## src/rtl/stat_reg_16_if.sv

```systemverilog
// Host register port: 5-bit address, 16-bit data, one-cycle write and read strobes.
interface stat_reg_16_if;
    logic [15:0] din;
    logic        we;
    logic        re;
    logic [4:0]  addr;
    logic [15:0] dout;

    modport master (output din, output we, output re, output addr, input dout);
    modport slave  (input din, input we, input re, input addr, output dout);
endinterface

```

## src/rtl/stat_reg_16.sv

```systemverilog
// FPGA-to-host status bank: saturating 32-bit event counters read as coherent lo/hi
// word pairs, a 16-bit sync edge counter, sticky saturation flags, freeze and clear.
module stat_reg_16 #(
    parameter logic [7:0] VERSION = 8'h01
) (
    input  logic          clk,
    input  logic          rst,
    stat_reg_16_if.slave  bus,
    input  logic          sample_valid,
    input  logic          spike_valid,
    input  logic          eof,
    input  logic          sync_in
);
    localparam logic [31:0] CNT_MAX = 32'hFFFF_FFFF;

    logic [31:0] sample_cnt;
    logic [31:0] spike_cnt;
    logic [31:0] frame_cnt;
    logic [15:0] sync_cnt;
    logic [2:0]  flags;
    logic        freeze;
    logic        sync_prev;
    logic [15:0] shadow;
    logic [15:0] rdata;

    logic        ctrl_wr;
    logic        clear;
    logic        flag_wr;
    logic [2:0]  ev;
    logic [2:0]  sat_set;
    logic        sync_edge;

    function automatic logic [31:0] sat_inc(input logic [31:0] cnt);
        return (cnt == CNT_MAX) ? cnt : cnt + 32'd1;
    endfunction

    // True when one more event leaves the counter pinned at its maximum.
    function automatic logic at_limit(input logic [31:0] cnt);
        return (cnt[31:1] == 31'h7FFF_FFFF);
    endfunction

    assign ctrl_wr   = bus.we && (bus.addr == 5'd0);
    assign clear     = ctrl_wr && bus.din[1];
    assign flag_wr   = bus.we && (bus.addr == 5'd7);
    assign ev        = {eof, spike_valid, sample_valid} & {3{~freeze}};
    assign sat_set   = ev & {at_limit(frame_cnt), at_limit(spike_cnt), at_limit(sample_cnt)};
    assign sync_edge = sync_in && !sync_prev && !freeze;

    always_comb begin
        rdata = 16'h0000;
        case (bus.addr)
            5'd0:    rdata = {VERSION, 7'b0, freeze};
            5'd1:    rdata = sample_cnt[15:0];
            5'd3:    rdata = spike_cnt[15:0];
            5'd5:    rdata = frame_cnt[15:0];
            5'd2,
            5'd4,
            5'd6:    rdata = shadow;
            5'd7:    rdata = {13'b0, flags};
            5'd8:    rdata = sync_cnt;
            default: rdata = 16'h0000;
        endcase
    end

    always_ff @(posedge clk) begin
        if (rst) begin
            sample_cnt <= '0;
            spike_cnt  <= '0;
            frame_cnt  <= '0;
            sync_cnt   <= '0;
            flags      <= '0;
            freeze     <= 1'b0;
            sync_prev  <= 1'b0;
        end else begin
            // The edge detector keeps tracking during freeze so frozen edges are lost.
            sync_prev <= sync_in;
            if (ctrl_wr)
                freeze <= bus.din[0];
            if (clear) begin
                sample_cnt <= '0;
                spike_cnt  <= '0;
                frame_cnt  <= '0;
                sync_cnt   <= '0;
                flags      <= '0;
            end else begin
                if (ev[0])
                    sample_cnt <= sat_inc(sample_cnt);
                if (ev[1])
                    spike_cnt <= sat_inc(spike_cnt);
                if (ev[2])
                    frame_cnt <= sat_inc(frame_cnt);
                if (sync_edge)
                    sync_cnt <= sync_cnt + 16'd1;
                flags <= (flag_wr ? (flags & ~bus.din[2:0]) : flags) | sat_set;
            end
        end
    end

    // Read path: the lo read captures the matching hi word so the pair is coherent.
    always_ff @(posedge clk) begin
        if (rst) begin
            bus.dout <= '0;
            shadow   <= '0;
        end else if (bus.re) begin
            bus.dout <= rdata;
            case (bus.addr)
                5'd1:    shadow <= sample_cnt[31:16];
                5'd3:    shadow <= spike_cnt[31:16];
                5'd5:    shadow <= frame_cnt[31:16];
                default: shadow <= shadow;
            endcase
        end
    end
endmodule

```

## src/flat_wrapper.sv

```systemverilog
// flat-port wrapper written by rule: the top's interface ports become plain ports
module stat_reg_16_flat 
#(
    parameter logic [7:0] VERSION = 8'h01
)
  (clk, rst, sample_valid, spike_valid, eof, sync_in, bus_din, bus_we, bus_re, bus_addr, bus_dout);
  stat_reg_16_if bus_i ();
  input  logic clk;
  input  logic rst;
  input  logic sample_valid;
  input  logic spike_valid;
  input  logic eof;
  input  logic sync_in;
  input wire logic [$bits(bus_i.din)-1:0] bus_din;
  input wire logic [$bits(bus_i.we)-1:0] bus_we;
  input wire logic [$bits(bus_i.re)-1:0] bus_re;
  input wire logic [$bits(bus_i.addr)-1:0] bus_addr;
  output wire logic [$bits(bus_i.dout)-1:0] bus_dout;
  assign bus_i.din = bus_din;
  assign bus_i.we = bus_we;
  assign bus_i.re = bus_re;
  assign bus_i.addr = bus_addr;
  assign bus_dout = bus_i.dout;
  stat_reg_16 #(.VERSION(VERSION)) u_core (.clk(clk), .rst(rst), .bus(bus_i), .sample_valid(sample_valid), .spike_valid(spike_valid), .eof(eof), .sync_in(sync_in));
endmodule
```

## config.mk

```make
export PLATFORM = sky130hd
export DESIGN_NAME = stat_reg_16_flat
export DESIGN_NICKNAME = d
export VERILOG_FILES = /design/src/rtl/stat_reg_16_if.sv /design/src/rtl/stat_reg_16.sv /design/src/flat_wrapper.sv
export SDC_FILE = /design/constraint.sdc
export NUM_CORES = 1
export LEC_CHECK = 0
export BUFFER_PORTS_ARGS = -buffer_cell sky130_fd_sc_hd__buf_2
export CAP_MARGIN = 20
export CORE_MARGIN = 2
export CORE_UTILIZATION = 55
export CTS_BUF_LIST = sky130_fd_sc_hd__clkbuf_4 sky130_fd_sc_hd__clkbuf_8 sky130_fd_sc_hd__clkbuf_16
export CTS_CLUSTER_DIAMETER = 150
export CTS_CLUSTER_SIZE = 20
export DETAILED_ROUTE_END_ITERATION = 8
export PLACE_DENSITY_LB_ADDON = 0.25
export SYNTH_ARGS = -nofsm -noshare
export SYNTH_HDL_FRONTEND = slang
export SYNTH_SLANG_ARGS = --single-unit
export TNS_END_PERCENT = 1
```

## constraint.sdc

```tcl
create_clock -name clk -period 2.06 [get_ports clk]
set_clock_uncertainty 0.05 [all_clocks]
set_input_delay 0.103 -clock clk [delete_from_list [all_inputs] [get_ports clk]]
set_output_delay 0.103 -clock clk [all_outputs]
set_load 0.05 [all_outputs]
```

## After elaboration in Yosys (flattened, before gate mapping)

Cells that the tools add are included.

- Register bits: 149
- Latch bits: 0
- Memory bits (writable): 0
- Memory bits (read-only): 0
- Input port bits: 29
- Output and inout bits: 16
- Logic and storage cells: 54
- Memories kept: 0

- Add/sub/neg operators: 4
- $mul: 0
- Div/mod/pow operators: 0
- $lt $le $gt $ge: 0
- Equal/unequal tests: 14
- Shift operators: 0
- Muxes and demuxes: 3
- Bitwise gates (word level): 9
- Reductions and logical operators: 15

Operators by type and width:

| operator | count |
|---|---|
| one-hot mux 16 bit (7 select lines) | 1 |
| adder 32 x 1 -> 32 bit (second input constant) | 3 |
| == test 32 bit (second input constant) | 3 |
| == test 31 bit (second input constant) | 3 |
| one-hot mux 16 bit (3 select lines) | 1 |
| == test 5 x 3 -> 1 bit (second input constant) | 4 |
| adder 16 x 1 -> 16 bit (second input constant) | 1 |
| == test 5 x 2 -> 1 bit (second input constant) | 2 |
| bitwise AND 3 bit | 3 |
| AND reduction 2 bit | 4 |
| == test 5 x 1 -> 1 bit (second input constant) | 1 |
| == test 5 x 4 -> 1 bit (second input constant) | 1 |
| logical AND 1 bit | 5 |
| logical NOT 5 bit | 1 |
| NOT 1 bit | 4 |
| two-way mux 3 bit | 1 |
| NOT 3 bit | 1 |
| bitwise OR 3 bit | 1 |
| nonzero test 3 bit | 1 |
| OR reduction 3 bit | 1 |
| logical NOT 1 bit | 2 |
| OR reduction 2 bit | 1 |

## Depth between registers and ports, before layout

- Depth in word-level cells: 4
- Mapped depth: 8
- Gate-level depth less buffers: 6

## Worst setup path after synthesis

Ideal clock, no wire load.

- Kind: reg-to-reg
- From: register u_core.frame_cnt[0]
- To: register u_core.frame_cnt[19]
- Setup time: 0.070 ns
- Arrival: 1.964 ns
- Required time: 1.940 ns
- Setup slack: -0.024 ns
- Stages on the path, launching flop included: 8
- Buffers on the path: 1
- Period minus slack after synthesis: 2.084 ns
- Path through: dfxtp_1 ha_1 and3_1 and4_1 a31o_2 buf_4 or4_1 a21oi_1

- Cells in the longest elaborated chain, start to end: 3
- Elaborated cells between the ends (all ways): 4
- Classes of those cells: add/sub (1); eq/ne (1); bitwise (1); reduce/logical (1)

Ends and longest elaborated chain:

| element | RTL line | text |
|---|---|---|
| from (decl) | stat_reg_16.sv:18 | `logic [31:0] frame_cnt;` |
| from (signal assigned) | stat_reg_16.sv:91 | `frame_cnt <= sat_inc(frame_cnt);` |
| parallel branches: the longest is 3 deep, another holds adder 32 x 1 -> 32 bit | n/a |  |

Parallel ways; which one is timed is not known.
A chain may end at the register's enable or synchronous reset.

## Worst setup path in the final report

- From: register u_core.freeze
- To: register u_core.spike_cnt[15]

- Cells in the longest elaborated chain, start to end: 3

Ends and longest elaborated chain:

| element | RTL line | text |
|---|---|---|
| from (decl) | stat_reg_16.sv:21 | `logic freeze;` |
| from (signal assigned) | stat_reg_16.sv:78 | `freeze <= bus.din[0];` |
| NOT 1 bit | stat_reg_16.sv:45 | `assign ev = {eof, spike_valid, sample_valid} & {3{~freeze}};` |
| bitwise AND 3 bit | stat_reg_16.sv:45 |  |
| AND reduction 2 bit (no source line) | n/a |  |
| to (signal assigned) | stat_reg_16.sv:89 | `spike_cnt <= sat_inc(spike_cnt);` |
| to (decl) | stat_reg_16.sv:17 | `logic [31:0] spike_cnt;` |

No other way between the ends.

==> run summary <==
logic gate share of total power: 4.5%
Layout area overhead: 25.4%
CP cell instances: buf_12 -> nand4b_1 -> or3_1 -> a41o_2 -> or3_1 -> a21oi_1
Crit path depth: 6
clk sinks: 149
first-pass GRT wire length: 37,800 µm
CP required: 2.37 ns
M2 GR Usage: 52.4%
ys flop type: dfxtp_1
clk_lat worst skew: 0.44 ns
relative slew slack: 38.5%
via count: 8,161
TritonCTS Buffers: 17
drt pass-1 iters: 8
Die Ht: 123 µm
Setup CP Type: register to register
largest net degree at the start of global routing: 56
Leak: 3.49 nW
IO Pins: 45
Final Non-Filler Cells: 1,264
sw power: 0.00156 W
Max Slew Vio Count: 0
layout cells sized above 1: 22.6%
Net Sw Frac: 24.3%
num rows: 43
setup violators final: 0
most frequent cells in the layout: dfxtp_1 (144), buf_4 (127), nand2_1 (85), nor2_1 (79), a21oi_1 (75)
slowest CP cell: dfxtp_1
final setup TNS: 0 ns
met1 Usage GRT: 43.2%
worst reg2reg path depth: 6
GRT Total Usage: 32.4%
combinational family with the most area after synthesis: simple AND/OR/NAND/NOR gates
total power: 0.00643 W
setup ws final: 0.00935 ns
CP startpoint kind: register
post-synthesis compound-gate area fraction: 23.4%
Die X: 123 µm
area of the core: 13,800 µm²
synthesized area: 7760 µm²
Critical Path End Type: register
effective utilization at floorplan: 56.1%
GR peak layer: met2
CTS clk-pin slew, worst paths: 0.06 ns
drt initial violations: 1,181
warnings from Yosys: 0
RSZ-0062 raised after global routing: true
Max Cap Violations: 0
Post-DP HPWL: 17,000 µm
CTS H-tree depth: 4
initial antenna violation count: 0
status: complete, no violations
Top delay family on crit path: simple AND/OR/NAND/NOR gates
final net count: 1,104
Placed Cells: 1,228
gpl congestion: 0.952
Synth Area in Simple Gates: 29.4%
Root Buffer Master: clkbuf_16
most common cell after layout, fill and taps aside: dfxtp_1
clock power share: 49.9%
maximum clock frequency: 0.488 GHz
Worst VDD drop: 0.576 mV
Post-synth ARST share: 0%
multiplexer share of the synthesized area: 0.774%
critical path buffer and inverter count: 1
synth unique cells: 67
Avg WL per Cell: 18.9 µm
P_int: 0.00487 W
CTS tree: yes
number of global-route vias before repair: 7,209
register bit count reported by yosys: 149
period utilization: 99.5%
Reg power frac: 45.6%
Tightest Hold Check Type: primary input to register
Avg Synthesized Cell Area: 8.29 µm²
Worst Tran Pin Value: 0.920 ns
Synth Area in XOR/XNOR: 3.16%
Seq/Total Area, Yosys: 38.4%
CP Data Arrival Time: 2.36 ns
grt total ovfl: 0
syn_nets: 969
crit-path most repeated cell: or3_1
Post-Place Setup Slack: 0.0100 ns
Final ANT Viol Nets: 0
DR vias/cell: 6.46
Hold Path Stages: 3
post-synthesis cell count: 936
pwr dens: 660 nW/µm²
final hold vios: 0
die area: 15,100 µm²
post-synthesis adder-cell area fraction: 0.645%
Routed Wire Length: 23,900 µm
Port Buffers: 31
ANT cells: 0
fill cell count: 1,066
CP max stage delay: 0.38 ns
clock buffer depth: 2
Critical Path Fanout Max: 9
routing usage on met3: 5.67%
EDFF count, synth: 0
Residual DRC: 0
post-layout minimum cycle time: 2.05 ns
[state kept, by name, indices dropped and copies added (netlist names)]
name               flops
u_core.frame_cnt      32
u_core.sample_cnt     32
u_core.spike_cnt      32
u_core.bus.dout       16
u_core.shadow         16
u_core.sync_cnt       16
u_core.flags           3
u_core.freeze          1
u_core.sync_prev       1
[logic make-up (layout without fill, tap and decap cells)]
family | count (synthesis) | in the layout
simple gates | 410 | 410
compound gates | 270 | 270
flops | 149 | 149
buf+inv | 69 | 217
xor+xnor | 28 | 28
mux | 6 | 6
fa+ha+maj | 4 | 4
[worst register-to-register path, delay by kind of cell, from the launching register on]
family          cells  cell delay, ns
compound gates      2            0.45
buf+inv             1            0.16
flops               1            0.38
simple gates        3            0.94
[layout make-up]
type	instances	area, µm²	share of cell area [%]
inverters	15	56.3	0.579
well taps	180	225	2.31
flip-flops and latches	149	2990	30.7
clock buffers	18	439	4.51
clock inverters	14	166	1.71
multi-input cells	718	4550	46.8
repair buffers	170	1300	13.4
[synth_stat cells, types with 9 or more instances]
library cell  count  area [µm²]
nand2b_1          9        56.3
a222oi_1         13         130
or4_1            34         255
nand4_1          39         244
nor2_1           80         300
dfxtp_1         149        2980
and4_1           15         131
a22oi_1          36         270
or3_1            39         244
xor2_1            9        78.8
o31ai_1          25         188
xnor2_1          19         166
a21oi_1          80         400
nand2_1          85         319
buf_2            18        90.1
clkbuf_1         27         101
nand3_1          45         225
a311oi_1         19         166
o21ai_0          41         205
a21o_1           15         113
inv_1            15        56.3
nor3_1           11        55.1
and3_1           15        93.8
nor4_1           11        68.8
[repair_timing]
| item | CTS | global route |
|---|---|---|
| endpoints found under the setup margin | 5 | 44 |
| hold buffers | 3 | 0 |
| hold endpoints to repair | 3 | 0 |
| gates resized for setup | 3 | 23 |
| pin swaps | 1 | 11 |
| buffers inserted | 0 | 1 |
[final timing paths]
path | start | slack (ns) | endpoint
max | u_core.freeze$_SDFFE_PP0N_ | 0.009 | u_core.spike_cnt[15]$_SDFFE_PP0P_
min | spike_valid | 0.03 | u_core.spike_cnt[1]$_SDFFE_PP0P_
max reg2reg | u_core.freeze$_SDFFE_PP0N_ | 0.009 | u_core.spike_cnt[15]$_SDFFE_PP0P_
min reg2reg | u_core.bus.dout[15]$_SDFFE_PP0P_ | 0.40 | u_core.bus.dout[15]$_SDFFE_PP0P_
[power groups by stage]
| stage | clock network, W | logic [W] | registers, W |
|---|---|---|---|
| after floorplan | 0 | 0.000156 | 0.00299 |
| after global placement | 0 | 0.000272 | 0.00299 |
| after detailed placement | 0 | 0.000277 | 0.00299 |
| after CTS | 0.00322 | 0.000284 | 0.00293 |
| after global routing | 0.00335 | 0.000315 | 0.00293 |
| final | 0.00321 | 0.000291 | 0.00293 |
[metrics by stage]
stage | hold WS [ns] | cell area, µm² | util (%)
after CTS | 0.0183 | 9650 | 69.8
final | 0.0276 | 9730 | 70.4
after global placement | 0.306 | 9000 | 65.1
after global routing | 0.0824 | 9730 | 70.4
after floorplan | 0.181 | 7760 | -
after detailed placement | 0.333 | 9000 | 65.1
[routing by layer]
layer | vias to the layer above | share of wire [%]
li1 | 3884 | -
met1 | 3827 | 42
met2 | 381 | 47
met3 | 69 | 7.8
met4 | 0 | 3.6
met5 | - | 0
No activity file was read; power rests on OpenSTA's default activity.
